[src/rtl/tetris_input_scheduler_if.sv]
// tetris_input_scheduler_if: command handshake between the button scheduler and the piece-movement logic.
interface tetris_input_scheduler_if;
    logic       cmd_valid;
    logic [1:0] cmd_code;
    logic       cmd_ready;
    modport master (output cmd_valid, output cmd_code, input cmd_ready);
    modport slave  (input cmd_valid, input cmd_code, output cmd_ready);
endinterface

[src/rtl/tetris_input_scheduler.sv]
// tetris_input_scheduler: edge-detects four buttons, keeps sticky requests, arbitrates them onto one
// command port and adds delayed auto-shift repeat for a single held left/right direction.
module tetris_input_scheduler #(
    parameter int DAS_DELAY  = 16,
    parameter int ARR_PERIOD = 4,
    parameter int CNT_W      = 8
) (
    input  logic                           clk,
    input  logic                           reset,
    input  logic                           tick,
    input  logic [3:0]                     btn,
    output logic                           repeat_on,
    tetris_input_scheduler_if.master       cmd
);
    typedef enum logic { A_IDLE, A_OFFER } arb_t;
    typedef enum logic [1:0] { D_NONE, D_WAIT, D_REP } das_t;

    localparam logic [CNT_W-1:0] DAS_C = CNT_W'(DAS_DELAY);
    localparam logic [CNT_W-1:0] ARR_C = CNT_W'(ARR_PERIOD);

    arb_t             arb_q, arb_d;
    das_t             das_q, das_d;
    logic [3:0]       btn_prev_q, pending_q, pending_d, rise;
    logic             dir_q, dir_d, repeat_on_q, repeat_on_d, cmd_valid_q, cmd_valid_d;
    logic [1:0]       cmd_code_q, cmd_code_d, fire, held_lr, rise_lr;
    logic [CNT_W-1:0] cnt_q, cnt_d, cnt_inc;
    logic             xfer, drop_xfer;

    always_comb begin
        rise      = btn & ~btn_prev_q;
        held_lr   = btn[1:0];
        rise_lr   = rise[1:0];
        xfer      = cmd_valid_q & cmd.cmd_ready;
        drop_xfer = xfer & (cmd_code_q == 2'b11);
        cnt_inc   = cnt_q + 1'b1;
        das_d       = das_q;
        dir_d       = dir_q;
        cnt_d       = cnt_q;
        repeat_on_d = repeat_on_q;
        fire        = 2'b00;
        if (das_q == D_NONE) begin
            if ((held_lr[0] ^ held_lr[1]) && !drop_xfer) begin
                das_d = D_WAIT;
                dir_d = held_lr[1];
                cnt_d = '0;
            end
        end else if (!held_lr[dir_q] || &held_lr || rise_lr[!dir_q] || drop_xfer) begin
            das_d       = D_NONE;
            cnt_d       = '0;
            repeat_on_d = 1'b0;
        end else if (rise_lr[dir_q]) begin
            cnt_d = '0;
        end else if (tick) begin
            // The tick that reaches the threshold fires; counter never passes the target.
            if (cnt_inc == ((das_q == D_WAIT) ? DAS_C : ARR_C)) begin
                fire[dir_q] = 1'b1;
                cnt_d       = '0;
                repeat_on_d = 1'b1;
                das_d       = D_REP;
            end else begin
                cnt_d = cnt_inc;
            end
        end
        pending_d = pending_q;
        if (drop_xfer)
            pending_d = '0;
        else if (xfer)
            pending_d[cmd_code_q] = 1'b0;
        pending_d = pending_d | rise | {2'b00, fire};
        arb_d       = arb_q;
        cmd_valid_d = cmd_valid_q;
        cmd_code_d  = cmd_code_q;
        if (arb_q == A_IDLE) begin
            if (|pending_q) begin
                arb_d       = A_OFFER;
                cmd_valid_d = 1'b1;
                cmd_code_d  = pending_q[3] ? 2'b11 : pending_q[2] ? 2'b10 : pending_q[0] ? 2'b00 : 2'b01;
            end
        end else if (cmd.cmd_ready) begin
            arb_d       = A_IDLE;
            cmd_valid_d = 1'b0;
        end
    end

    always_ff @(posedge clk or negedge reset) begin
        if (!reset) begin
            arb_q       <= A_IDLE;
            das_q       <= D_NONE;
            btn_prev_q  <= '0;
            pending_q   <= '0;
            dir_q       <= 1'b0;
            cnt_q       <= '0;
            repeat_on_q <= 1'b0;
            cmd_valid_q <= 1'b0;
            cmd_code_q  <= 2'b00;
        end else begin
            arb_q       <= arb_d;
            das_q       <= das_d;
            btn_prev_q  <= btn;
            pending_q   <= pending_d;
            dir_q       <= dir_d;
            cnt_q       <= cnt_d;
            repeat_on_q <= repeat_on_d;
            cmd_valid_q <= cmd_valid_d;
            cmd_code_q  <= cmd_code_d;
        end
    end

    assign cmd.cmd_valid = cmd_valid_q;
    assign cmd.cmd_code  = cmd_code_q;
    assign repeat_on     = repeat_on_q;
endmodule

[src/flat_wrapper.sv]
// flat-port wrapper written by rule: the top's interface ports become plain ports
module tetris_input_scheduler_flat 
#(
    parameter int DAS_DELAY  = 16,
    parameter int ARR_PERIOD = 4,
    parameter int CNT_W      = 8
)
  (clk, reset, tick, btn, repeat_on, cmd_cmd_valid, cmd_cmd_code, cmd_cmd_ready);
  tetris_input_scheduler_if cmd_i ();
  input  logic clk;
  input  logic reset;
  input  logic tick;
  input  logic [3:0] btn;
  output logic repeat_on;
  output wire logic [$bits(cmd_i.cmd_valid)-1:0] cmd_cmd_valid;
  output wire logic [$bits(cmd_i.cmd_code)-1:0] cmd_cmd_code;
  input wire logic [$bits(cmd_i.cmd_ready)-1:0] cmd_cmd_ready;
  assign cmd_cmd_valid = cmd_i.cmd_valid;
  assign cmd_cmd_code = cmd_i.cmd_code;
  assign cmd_i.cmd_ready = cmd_cmd_ready;
  tetris_input_scheduler #(.DAS_DELAY(DAS_DELAY), .ARR_PERIOD(ARR_PERIOD), .CNT_W(CNT_W)) u_core (.clk(clk), .reset(reset), .tick(tick), .btn(btn), .repeat_on(repeat_on), .cmd(cmd_i));
endmodule
[config.mk]
export PLATFORM = sky130hd
export DESIGN_NAME = tetris_input_scheduler_flat
export DESIGN_NICKNAME = d
export VERILOG_FILES = /design/src/rtl/tetris_input_scheduler_if.sv /design/src/rtl/tetris_input_scheduler.sv /design/src/flat_wrapper.sv
export SDC_FILE = /design/constraint.sdc
export NUM_CORES = 1
export LEC_CHECK = 0
export ABC_CLOCK_PERIOD_IN_PS = 3200
export CAP_MARGIN = 20
export CORE_ASPECT_RATIO = 0.9
export CORE_MARGIN = 3
export CORE_UTILIZATION = 40
export CTS_BUF_LIST = sky130_fd_sc_hd__clkbuf_4
export DETAILED_ROUTE_END_ITERATION = 7
export DONT_BUFFER_PORTS = 1
export GPL_TIMING_DRIVEN = 1
export HOLD_SLACK_MARGIN = 0.12
export SYNTH_ARGS = -nofsm -noshare
export SYNTH_HDL_FRONTEND = slang
export SYNTH_SLANG_ARGS = --single-unit
[constraint.sdc]
create_clock -name clk -period 3.2 [get_ports clk]
set_clock_uncertainty 0.2 [all_clocks]
set_input_delay 0.16 -clock clk [delete_from_list [all_inputs] [get_ports clk]]
set_output_delay 0.16 -clock clk [all_outputs]
set_load 0.01 [all_outputs]
; Word-level counts from Yosys, hierarchy flattened
; Cells that the tools add are included.
[totals]
romBits = 0
output_inout_bits = 4
latchBits = 0
ram_bits = 0
n_memories = 0
register_bits = 24
inputBits = 8
[classes]
eq_ne = 7
reduce_logical = 24
div_mod_pow = 0
order_cmp = 5
addsub = 1
n_mul = 0
muxes = 43
shifts = 0
bitwise_logic = 11
[op_table]
columns = op, count
row1 = 8-bit 2-to-1 mux, 6
row2 = 2-bit 2-to-1 mux, 13
row3 = 1-bit 2-to-1 mux, 19
row4 = 2-bit AND reduction, 5
row5 = "8-bit by 1-bit adder with 8-bit output, second input constant", 1
row6 = 4-bit AND, 2
row7 = 8-bit equality test, 1
row8 = 4-bit 2-to-1 mux, 2
row9 = 4-bit inverter, 2
row10 = 4-bit AND reduction, 2
row11 = 2-bit nonzero test, 3
row12 = 3-bit nonzero test, 2
row13 = 5-bit 2-to-1 mux, 1
row14 = "1-bit by 2-bit less-than comparator with 1-bit output, second input constant", 2
row15 = "2-bit inequality test, second input constant", 2
row16 = 4-bit by 2-bit OR with 4-bit output, 1
row17 = 4-bit OR, 1
row18 = 4-bit nonzero test, 1
row19 = 4-bit OR reduction, 1
row20 = 1-bit logical AND, 3
row21 = 1-bit logical NOT, 3
row22 = 1-bit logical OR, 3
row23 = "2-bit by 3-bit less-than comparator with 1-bit output, second input constant", 1
row24 = "3-bit by 1-bit inequality test with 1-bit output, second input constant", 1
row25 = 11 further kinds, 13

; Longest topological paths before layout
[logic_depth]
depth_word = 10
depth_mapped = 7
ltp_nobuf = 7

; Worst setup path before layout
; OpenSTA, ideal clock, no wires.
[synth_path]
kind = register to register
start = register u_core.cmd_valid_q (netlist: u_core.cmd.cmd_valid)
end = register u_core.cnt_q[7]
synth_period_minus_slack_ps = 2181
arrival_time_ps = 1905
t_required_ps = 2924
n_path_buf = 1
slack_ps = 1019
path_stages_with_launch = 8
cell_sequence = dfrtp_1 -> nand4_1 -> and2b_1 -> nand2_2 -> or3_1 -> clkbuf_2 -> or4_1 -> o21ai_1
[synth_between]
elab_chain_cells = 6
[synth_rtl]
columns = item, line_no
row1 = start: declaration, tetris_input_scheduler.sv:24  ; logic dir_q, dir_d, repeat_on_q, repeat_on_d, cmd_valid_q, cmd_valid_d;
row2 = start signal: assignment, tetris_input_scheduler.sv:104  ; cmd_valid_q <= cmd_valid_d;
row3 = 1-bit AND *, tetris_input_scheduler.sv:33  ; xfer = cmd_valid_q & cmd.cmd_ready;
row4 = 1-bit AND *, tetris_input_scheduler.sv:34  ; drop_xfer = xfer & (cmd_code_q == 2'b11);
row5 = 1-bit logical NOT, tetris_input_scheduler.sv:42  ; if ((held_lr[0] ^ held_lr[1]) && !drop_xfer) begin
row6 = 1-bit logical AND, tetris_input_scheduler.sv:42
row7 = 2-bit inequality test (no source line), -
row8 = 2-bit AND reduction (no source line), -
row9 = end signal: assignment, tetris_input_scheduler.sv:102  ; cnt_q <= cnt_d;
row10 = end: declaration, tetris_input_scheduler.sv:26  ; logic [CNT_W-1:0] cnt_q, cnt_d, cnt_inc;
; Mark *: on every way between the ends. The rest lies on a longest branch, timed or not.
; A chain may end at the register's enable or synchronous reset.

; Worst setup path after layout
[layout_path]
start = input port btn[1]
end = register u_core.cnt_q[7]
[layout_between]
elab_chain_cells = 8
[layout_rtl]
columns = item, line_no
row1 = start: declaration, flat_wrapper.sv:13  ; input logic [3:0] btn;
row2 = 1-bit 2-to-1 mux (not written as such) (2 in a row), tetris_input_scheduler.sv:47  ; end else if (!held_lr[dir_q] || &held_lr || rise_lr[!dir_q] || drop_xfer) begin
row3 = 1-bit logical NOT, tetris_input_scheduler.sv:47
row4 = 1-bit logical OR (3 in a row), tetris_input_scheduler.sv:47
row5 = 4-bit nonzero test (no source line) / 8-bit 2-to-1 mux (equally long branches), -
row6 = 2-bit AND reduction (no source line) / 8-bit 2-to-1 mux (equally long branches), -
; Parallel ways exist; a longest one is shown, timed or not. The select of a mux whose other input is x is not followed.

==> out/qor.csv <==
metric,value,unit
busiest_layer,met2,
yosysWarnings,0,
met1_usage,21.3,%
finalCritPeriodShare,76.0,%
slew_headroom,61.5,%
outcome,"complete, no violations",
clkPwrFrac,27.8,%
cts_tree,yes,
area_growth,15.5,%
fin_nets,162,
comb_power_share,21.1,%
synth-edff-count,0,
synth_nets,151,
start_util,44.4,%
slew_violations,0,
worstPathRequired,3.25,ns
clockBufferDepth,2,
diodes,0,
p_per_area,525,mW/mm^2
p_int,0.000545,W
place_congestion,0.811,
finalHoldViolations,0,
grt_overflow_total,0,
seq_area_frac_synth,46.6,%
grt_setup_unrepaired,no,
power.switching,0.000237,W
ys_ff_latch,24,
tns,0,ns
pwr-share-seq,51.1,%
root_buffer,clkbuf_4,
grt_use_total,15.5,%
vias_per_cell,5.49,
h-tree-depth,1,
crit_path_max_fanout,8,
first_global_vias,1021,
die_h,59.9,um
routed_wl,2.64,mm
io_pins,12,
setup_viol,0,
arrival,2.48,ns
io_buffers,0,
drv_cap,0,
async_flop_share,100,%
leakage,0.641,nW
drt_pass1_iterations,4,
cts_sinks,24,
place_hpwl,1.95,mm
hold_path_class,input port to register,
netlist_instances,140,
fin_util,51.2,%
syn_area,0.00129,sq mm
fin_ws,0.767,ns
dp_slack,0.822,ns
met2_usage,24.6,%
num_vias,1043,
clock_latency,0.32,ns
grt_pass1_wl,4.66,mm
grt_max_degree,25,
core_area,0.00291,sq mm
die-area,0.00394,sq mm
detail_route.wl_per_cell,13.9,um
drcViolationCount,0,
timing.fmax,411,MHz
timing.hold.ws,0.216,ns
critPathLaunchType,input port,
finalCriticalPeriod,2.43,ns
drive_gt1_share,9.33,%
cts_made_buffers,3,
drt-initial-drc-count,49,
antenna_left,0,
sw_frac_of_total,30.3,%
critPathKind,input port to register,
grt_use_met3,4.51,%
endpoint_kind,register,
antenna_found_initial,0,
synth.distinct_cells,41,
tightest_slew,0.575,ns
syn-mean-instance-area,9.21,sq um
clkSlewWorstSetupHoldPaths,0.13,ns
irDropWorstVdd,0.272,mV
dieWidth,65.8,um
rows,18,
synth_top_flop_cell,dfrtp_1,
postCtsSetupBuffers,0,
-- cell usage after synthesis, types with 2 or more instances --
cell / count / area share, %
dfrtp_1: 24 / 47
nor2_1: 13 / 3.8
nand2_1: 12 / 3.5
o21ai_0: 11 / 4.3
a21oi_1: 10 / 3.9
nand3_1: 9 / 3.5
inv_1: 5 / 1.5
nand2b_1: 5 / 2.4
o21ai_1: 4 / 1.6
a211oi_1: 3 / 1.7
a31oi_1: 3 / 1.5
ha_1: 3 / 2.9
nor2b_1: 3 / 1.5
and3_1: 2 / 0.97
clkbuf_1: 2 / 0.58
clkbuf_2: 2 / 0.78
nand4_1: 2 / 0.97
or3_1: 2 / 0.97
or4_1: 2 / 1.2
xor2_1: 2 / 1.4
-- through the flow --
stage               cells  power [W]  cell area [sq um]
floorplan             140   0.000511               1290
global placement      176   0.000542               1320
detailed placement    176   0.000549               1320
CTS                   189   0.000786               1470
global route          190   0.000834               1490
finish                190   0.000782               1490
-- registers in the layout (all words and copies together) (netlist names) --
signal / flops
u_core.btn_prev_q: 4
u_core.dir_q: 1
u_core.cnt_q: 8
u_core.arb_q: 1
u_core.das_q: 2
u_core.pending_q: 4
u_core.cmd.cmd_code: 2
u_core.cmd.cmd_valid: 1
u_core.repeat_on: 1
-- power by group through the flow --
| stage | clock [W] | combinational, W | sequential [W] |
|---|---|---|---|
| after floorplan | 0 | 0.000120 | 0.000391 |
| after global placement | 0 | 0.000140 | 0.000402 |
| after detailed placement | 0 | 0.000143 | 0.000406 |
| after CTS | 0.000224 | 0.000163 | 0.000399 |
| after global routing | 0.000240 | 0.000187 | 0.000406 |
| final | 0.000217 | 0.000165 | 0.000400 |
-- cells by family (layout without fill, tap and decap cells) --
family / after synthesis / after routing / synth area share [%]
adders and majority gates: 3 / 3 / 2.91
and+or+nand+nor: 59 / 59 / 24.8
AOI/OAI and AO/OA: 39 / 39 / 18.9
xor gates and xnor gates: 3 / 3 / 2.04
buffers and inverters: 10 / 20 / 3.11
muxes: 2 / 2 / 1.65
DFF: 24 / 24 / 46.6
-- cell usage in the layout (no fill, tap or decap), types with 2 or more instances in the layout --
cell type | synthesis | routed
dfrtp_1 | 24 | 24
or3_1 | 2 | 2
a21oi_1 | 10 | 10
clkbuf_4 | 0 | 3
o21ai_0 | 11 | 11
dlygate4sd3_1 | 0 | 8
nor2b_1 | 3 | 3
xor2_1 | 2 | 2
o21ai_1 | 4 | 4
nand3_1 | 9 | 9
a211oi_1 | 3 | 3
a31oi_1 | 3 | 3
or4_1 | 2 | 2
nand2b_1 | 5 | 5
inv_1 | 5 | 5
nor2_1 | 13 | 13
nand2_1 | 12 | 12
ha_1 | 3 | 3
and3_1 | 2 | 2
nand4_1 | 2 | 2
-- critical path, cell delays in order --
cell and delay [ns]:
dlygate4sd3_1 0.60, nor2b_4 0.16, o32ai_2 0.34, nand2_2 0.09
or3_1 0.45, or4_1 0.55, o21ai_1 0.12
-- timing repair --
item | 4_1_cts | 5_1_grt
hold endpoints to repair | 46 | 0
resized for setup | 0 | 0
hold buffers | 9 | 0
setup endpoints to repair | 0 | 0
-- layer usage --
| metal | up-vias | share of wire, % |
|---|---|---|
| met5 | - | 0 |
| met4 | 0 | 0.49 |
| met3 | 2 | 4.4 |
| met2 | 14 | 46 |
| met1 | 501 | 50 |
| li1 | 526 | - |
-- final cells by class --
type	count	area, sq um
clock buffer	3	22.5
timing repair buffer	10	115
fill	264	1420
sequential	24	601
multi-input combinational	106	648
inverter	6	22.5
clock inverter	1	30.0
tap	40	50.0
-- final timing paths --
check | end | cells past startpoint | slack, ns | start
min | u_core.btn_prev_q[3]$_DFF_PN0_ | 1 | 0.22 | btn[3]
max reg2reg | u_core.cnt_q[7]$_DFFE_PN0P_ | 6 | 0.79 | u_core.cmd.cmd_valid$_DFFE_PN0P_
min in group asynchronous | u_core.pending_q[2]$_DFF_PN0_ | 3 | 0.77 | reset
max in group asynchronous | u_core.repeat_on$_DFFE_PN0P_ | 4 | 1.54 | reset
min reg2reg | u_core.pending_q[2]$_DFF_PN0_ | 1 | 0.22 | u_core.btn_prev_q[2]$_DFF_PN0_
max | u_core.cnt_q[7]$_DFFE_PN0P_ | 7 | 0.77 | btn[1]
Power figures use the tool's default switching activity.
